--- config.mk ---
export PLATFORM = sky130hd
export DESIGN_NAME = fir_interp2_engine_flat
export DESIGN_NICKNAME = d
export VERILOG_FILES = /design/src/rtl/fir_pkg.sv /design/src/rtl/fir_interp2_engine_if.sv /design/src/rtl/fir_hist_ring.sv /design/src/rtl/fir_interp2_engine.sv /design/src/flat_wrapper.sv
export SDC_FILE = /design/constraint.sdc
export NUM_CORES = 2
export LEC_CHECK = 0
export ABC_AREA = 1
export ABC_CLOCK_PERIOD_IN_PS = 16470
export BUFFER_PORTS_ARGS = -buffer_cell sky130_fd_sc_hd__buf_2
export CORE_MARGIN = 5
export CORE_UTILIZATION = 66
export CTS_CLUSTER_DIAMETER = 40
export CTS_CLUSTER_SIZE = 12
export DETAILED_ROUTE_END_ITERATION = 12
export HOLD_SLACK_MARGIN = 0.12
export MAX_ROUTING_LAYER = met4
export PLACE_DENSITY = 0.81
export SLEW_MARGIN = 15
export SYNTH_ARGS = -nofsm -noshare
export SYNTH_HDL_FRONTEND = slang
export SYNTH_HIERARCHICAL = 1
export SYNTH_SLANG_ARGS = --single-unit
export TNS_END_PERCENT = 30
--- constraint.sdc ---
create_clock -name clk -period 16.47 [get_ports clk]
set_input_delay 1.647 -clock clk [delete_from_list [all_inputs] [get_ports clk]]
set_output_delay 1.647 -clock clk [all_outputs]
set_load 0.01 [all_outputs]
--- src/rtl/fir_pkg.sv ---
// Shared constants, FSM state type and output saturation for the 2x polyphase
// interpolation engine.
package fir_pkg;

  localparam int unsigned DATA_W    = 24;
  localparam int unsigned COEF_W    = 24;
  localparam int unsigned TAPS      = 16;
  localparam int unsigned OUT_SHIFT = 22;
  localparam int unsigned ACC_W     = 52;
  localparam int unsigned PROD_W    = DATA_W + COEF_W;

  typedef enum logic [1:0] {
    IDLE,
    MAC,
    DRAIN,
    OUT
  } state_t;

  // Arithmetic shift followed by clamping to the signed DATA_W range.
  function automatic logic [DATA_W-1:0] saturate(input logic signed [ACC_W-1:0] acc);
    logic signed [ACC_W-1:0] sh;
    sh = acc >>> OUT_SHIFT;
    if (sh[ACC_W-1:DATA_W-1] == '0 || sh[ACC_W-1:DATA_W-1] == '1)
      return sh[DATA_W-1:0];
    else if (sh[ACC_W-1])
      return {1'b1, {(DATA_W-1){1'b0}}};
    else
      return {1'b0, {(DATA_W-1){1'b1}}};
  endfunction

endpackage

--- src/rtl/fir_interp2_engine_if.sv ---
// Sample-in / sample-out handshakes plus the coefficient ROM read port.
interface fir_interp2_engine_if;
  import fir_pkg::*;

  logic              in_valid;
  logic [DATA_W-1:0] in_data;
  logic              in_ready;
  logic              out_valid;
  logic [DATA_W-1:0] out_data;
  logic              out_ready;
  logic [4:0]        rom_addr;
  logic [COEF_W-1:0] rom_data;

  modport master (
    input  in_valid, in_data, out_ready, rom_data,
    output in_ready, out_valid, out_data, rom_addr
  );

  modport slave (
    output in_valid, in_data, out_ready, rom_data,
    input  in_ready, out_valid, out_data, rom_addr
  );

endinterface

--- src/rtl/fir_hist_ring.sv ---
// 16-entry sample history ring; write advances the pointer, read is registered
// and indexed relative to the newest sample (tap 0 = newest).
module fir_hist_ring
  import fir_pkg::*;
(
  input  logic              clk,
  input  logic              rst,
  input  logic              wr_en,
  input  logic [DATA_W-1:0] wr_data,
  input  logic [3:0]        tap,
  output logic [DATA_W-1:0] rd_data
);

  logic [DATA_W-1:0] mem [TAPS];
  logic [3:0]        wptr;

  always_ff @(posedge clk or posedge rst) begin
    if (rst) begin
      wptr    <= '0;
      rd_data <= '0;
      for (int unsigned i = 0; i < TAPS; i++) mem[i] <= '0;
    end else begin
      if (wr_en) begin
        wptr              <= wptr + 4'd1;
        mem[wptr + 4'd1]  <= wr_data;
      end
      rd_data <= mem[wptr - tap];
    end
  end

endmodule

--- src/rtl/fir_interp2_engine.sv ---
// Polyphase 2x interpolation MAC engine: one input sample yields a phase-0 and
// a phase-1 output, each a 16-tap MAC against an external registered ROM.
module fir_interp2_engine
  import fir_pkg::*;
(
  input logic                  clk,
  input logic                  rst,
  fir_interp2_engine_if.master bus
);

  localparam logic signed [ACC_W-1:0] ROUND = ACC_W'(1) <<< (OUT_SHIFT - 1);

  state_t                    state, state_nx;
  logic                      phase;
  logic [3:0]                k;
  logic                      drain;
  logic                      v1, v2;
  logic signed [DATA_W-1:0]  samp;
  logic signed [COEF_W-1:0]  coef;
  logic signed [PROD_W-1:0]  prod;
  logic signed [ACC_W-1:0]   acc, prod_ext, acc_sum;
  logic                      accept;

  assign accept       = (state == IDLE) && bus.in_valid;
  assign bus.in_ready = (state == IDLE);
  assign bus.rom_addr = {phase, k};
  assign coef         = bus.rom_data;

  fir_hist_ring u_hist (
    .clk     (clk),
    .rst     (rst),
    .wr_en   (accept),
    .wr_data (bus.in_data),
    .tap     (k),
    .rd_data (samp)
  );

  // Sample and coefficient for tap k both land one cycle after k is issued;
  // v1/v2 track the product through the multiply and accumulate stages.
  assign prod_ext = v2 ? ACC_W'(prod) : '0;
  assign acc_sum  = acc + prod_ext;

  always_comb begin
    state_nx = state;
    case (state)
      IDLE:    if (bus.in_valid)  state_nx = MAC;
      MAC:     if (k == 4'd15)    state_nx = DRAIN;
      DRAIN:   if (drain)         state_nx = OUT;
      OUT:     if (bus.out_ready) state_nx = phase ? IDLE : MAC;
      default:                    state_nx = IDLE;
    endcase
  end

  always_ff @(posedge clk or posedge rst) begin
    if (rst) begin
      state         <= IDLE;
      phase         <= 1'b0;
      k             <= '0;
      drain         <= 1'b0;
      v1            <= 1'b0;
      v2            <= 1'b0;
      prod          <= '0;
      acc           <= '0;
      bus.out_valid <= 1'b0;
      bus.out_data  <= '0;
    end else begin
      state <= state_nx;
      v1    <= (state == MAC);
      v2    <= v1;
      prod  <= PROD_W'(samp) * PROD_W'(coef);
      acc   <= acc_sum;
      case (state)
        IDLE: if (bus.in_valid) begin
          phase <= 1'b0;
          k     <= '0;
          acc   <= ROUND;
        end
        MAC: begin
          drain <= 1'b0;
          if (k != 4'd15) k <= k + 4'd1;
        end
        DRAIN: begin
          drain <= 1'b1;
          // Last product is still in flight, so saturate the bypassed sum.
          if (drain) begin
            bus.out_valid <= 1'b1;
            bus.out_data  <= saturate(acc_sum);
          end
        end
        OUT: if (bus.out_ready) begin
          bus.out_valid <= 1'b0;
          if (!phase) begin
            phase <= 1'b1;
            k     <= '0;
            acc   <= ROUND;
          end
        end
        default: ;
      endcase
    end
  end

endmodule

--- src/flat_wrapper.sv ---
// flat-port wrapper written by rule: the top's interface ports become plain ports
module fir_interp2_engine_flat import fir_pkg::*;
  (clk, rst, bus_in_valid, bus_in_data, bus_out_ready, bus_rom_data, bus_in_ready, bus_out_valid, bus_out_data, bus_rom_addr);
  fir_interp2_engine_if bus_i ();
  input logic clk;
  input logic rst;
  input wire logic [$bits(bus_i.in_valid)-1:0] bus_in_valid;
  input wire logic [$bits(bus_i.in_data)-1:0] bus_in_data;
  input wire logic [$bits(bus_i.out_ready)-1:0] bus_out_ready;
  input wire logic [$bits(bus_i.rom_data)-1:0] bus_rom_data;
  output wire logic [$bits(bus_i.in_ready)-1:0] bus_in_ready;
  output wire logic [$bits(bus_i.out_valid)-1:0] bus_out_valid;
  output wire logic [$bits(bus_i.out_data)-1:0] bus_out_data;
  output wire logic [$bits(bus_i.rom_addr)-1:0] bus_rom_addr;
  assign bus_i.in_valid = bus_in_valid;
  assign bus_i.in_data = bus_in_data;
  assign bus_i.out_ready = bus_out_ready;
  assign bus_i.rom_data = bus_rom_data;
  assign bus_in_ready = bus_i.in_ready;
  assign bus_out_valid = bus_i.out_valid;
  assign bus_out_data = bus_i.out_data;
  assign bus_rom_addr = bus_i.rom_addr;
  fir_interp2_engine u_core (.clk(clk), .rst(rst), .bus(bus_i));
endmodule
==> impl_results.md <==
- Post-synth ARST share: 1.00
- Vias in the first global route: 46500
- Worst Skew: about 0.060 ns
- Measured slew at the worst slew-check pin: 1.12 ns
- Initial core utilization: 0.663
- CP bufs+invs: 7
- Max_slew headroom: 0.251
- Critical path fanouts, max: 24
- Count of final hold-check violations: 0
- CTS Root Cell: clkbuf_16
- Core Region: between 80000 and 90000 µm²
- I/O Buffers: 82
- Unrepaired setup endpoints after global routing: no
- Top cells by area, synth: dfrtp_1 26%, fa_1 23%, nand2_1 18%
- Pre-Repair DR Iteration Count: 8
- Avg WL per Cell: between 15 and 20 µm
- Worst skew pair latency: 0.66 ns
- Seq cells post-synth: 547
- WP data required: 17.00 ns
- Critical Path Stages: 23
- Main flop type after synthesis: dfrtp_1
- Worst Setup Path Type: in2reg
- Library cells used by synthesis: 47
- Post_cts resized: 0
- Top post-synthesis cells by count: 2490 x nand2_1, 1583 x inv_1, 609 x fa_1
- TritonCTS Sinks: 547
- Syn Inst Count: 7138
- Layout cells sized above 1: 0.0635
- Hold path cells: 0
- Most frequent cell after synthesis: nand2_1
- CTS tree: built
- Worst EP arrival: 8.33 ns
- Max incr delay on CP: 0.77 ns
- Critical path's slowest cell: fa_1
- TritonCTS buffer count: 86
- Clk slew on worst S/H paths: 0.05 ns
- Crit end category: flop
- Cell family with most CP delay: adder cells
- Row count: around 100
- Initial antenna violation count: 16
- Final setup viols: 0
- Residual DRC: 0
- Vias: 45600
- Post-Syn Area: 53100 µm²
- Post-Syn Nets: 7997
- Tmin final: 7.80 ns
- GR Util All Layers: 0.364
- Post-DRT Antenna Nets: 0
- Drt total wl: roughly 150000 µm
- Via-to-Cell Ratio: between 5 and 6
- Max-slew violations: 0
- Height of the chip: 294 µm
- DIE AREA: between 80000 and 90000 µm²
- I/O pin cnt: 83
- Yosys warns: 6
- Setup TNS: 0 ns
- Largest net degree at the start of global routing: between 150 and 200
- Path depth of the worst reg2reg path: 21
- Sequential share of the synthesized area: 0.258
- First-pass GRT wire length: ~240000 µm
- Status: finished clean
- Hold crit path type: reg2reg
- Syn avg cell area: approximately 7.4 µm²
- Top cell by count, worst path: fa_1
- Nets: 7833
- DRT iter0 DRCs: about 4400
- Max Clock Freq: 128 MHz
- Area share of the leading cell type in the synthesized netlist: 0.258
- Final period util: 0.474
- Setup bufs post-CTS: 0
- Die width: 294 µm
- Element type at the critical path start: input pin
- CP cell instances: buf_2, nand2_1, inv_1, fa_1, inv_1, fa_1, fa_1, inv_1, fa_1, fa_1, inv_1, fa_1, inv_1, fa_1, ha_1, nand2_1, nor2_1, inv_1, nor3_1, and3_1, nand3b_1, nand3_1, xor2_1
- Number of synthesized flops with an enable pin: 0
- Htree depth: 3
- DP HPWL: roughly 100000 µm
- Maximum clock insertion buffer count: 3
- Synth area leader: dfrtp_1
- RD Place Congestion: 0.963
- Remaining global-route overflow: 0
- Max Cap Violations: 0
- Hold buffer count at cts: 0
- Area growth, synth to finish: 6.85%
## registers in the layout (all words and copies together) (netlist names), 2 cells and up
signal and flops:
u_core/u_hist/mem 384, u_core/acc 52, u_core/u_hist/rd_data 24, u_core/state 2, u_core/k 4, u_core/bus.out_data 24, u_core/prod 48, u_core/u_hist/wptr 4
## layout make-up
class                           instances  area, µm²
Multi-Input combinational cell       4592      31700
Clock buffer                          100       2280
Clock inverter                         54        826
Timing Repair Buffer                  147        923
Sequential cell                       547      13700
Tap cell                             1060       1330
Fill cell                            6588      23400
Inverter                             1600       6030
Antenna cell                           13       32.5
## kinds of logic (layout without fill, tap and decap cells)
family,Yosys count,count (layout),share of synthesized area
flops,547,547,0.258
simple gates,3446,3446,0.276
compound gates,239,239,0.0263
buf+inv,1999,1901,0.148
other cells,0,13,0
xor+xnor,100,100,0.0165
fa+ha+maj,807,807,0.276
## metrics by stage
step	util	cells	cell area [µm²]	hold slack, ns	setup WS [ns]
final	0.708	8113	56800	0.357	8.67
after global routing	0.708	8113	56800	0.363	8.18
after CTS	0.708	8100	56800	0.358	8.68
after detailed placement	0.669	7946	53600	0.346	8.09
after global placement	0.669	7946	53600	0.340	8.14
after floorplan	-	7138	53100	0.331	3.36
## per-layer routing
layer  share of wire  global-route usage  vias to the layer above
met1            0.38               0.453                    21900
met3           0.088              0.0637                      552
met2            0.48               0.584                     2280
met4           0.055               0.179                        0
li1                -                   -                    20900
met5               0                   -                        -
## path summary, 6_finish.rpt
kind	startpoint	end	slack (ns)
max	bus_rom_data[0]	u_core/prod[45]$_DFF_PP0_	8.67
min	u_core/v1$_DFF_PP0_	u_core/v2$_DFF_PP0_	0.36
max reg2reg	u_core/u_hist/rd_data[23]$_DFF_PP0_	u_core/prod[47]$_DFF_PP0_	9.07
min reg2reg	u_core/v1$_DFF_PP0_	u_core/v2$_DFF_PP0_	0.36
max in group asynchronous	rst	u_core/u_hist/mem[165]$_DFFE_PP0P_	13.65
min in group asynchronous	rst	u_core/k[3]$_DFFE_PP0P_	1.10
## layout by cell type (no fill, tap or decap), types with 11 or more instances in the layout
cell / synthesis / final
bufinv_16: 0 / 14
buf_2: 112 / 82
dfrtp_1: 547 / 547
nand4_1: 401 / 401
inv_1: 1583 / 1578
a21oi_1: 120 / 120
nor2_1: 179 / 179
nand3_2: 11 / 11
xnor2_1: 49 / 47
o21bai_1: 13 / 13
nor3_1: 18 / 17
nand3_1: 249 / 249
inv_2: 16 / 13
buf_4: 23 / 63
xor2_1: 51 / 48
o21ai_0: 50 / 50
nor2_2: 22 / 22
clkinv_2: 0 / 18
nand2_1: 2490 / 2490
clkbuf_16: 0 / 86
ha_1: 198 / 197
nand2_2: 49 / 49
diode_2: 0 / 13
fa_1: 609 / 608
a21oi_2: 21 / 21
## worst reg2reg max path, delay by kind of cell, from the launching register on
family / cells / cell delay [ns]
buffers and inverters: 5 / 0.70
DFF: 1 / 0.96
and+or+nand+nor: 5 / 0.52
AOI/OAI and AO/OA: 3 / 0.93
adders and majority gates: 8 / 4.16
Power is not shown: default switching activity piles up to over one toggle a cycle in this logic, so the estimate is an artifact.
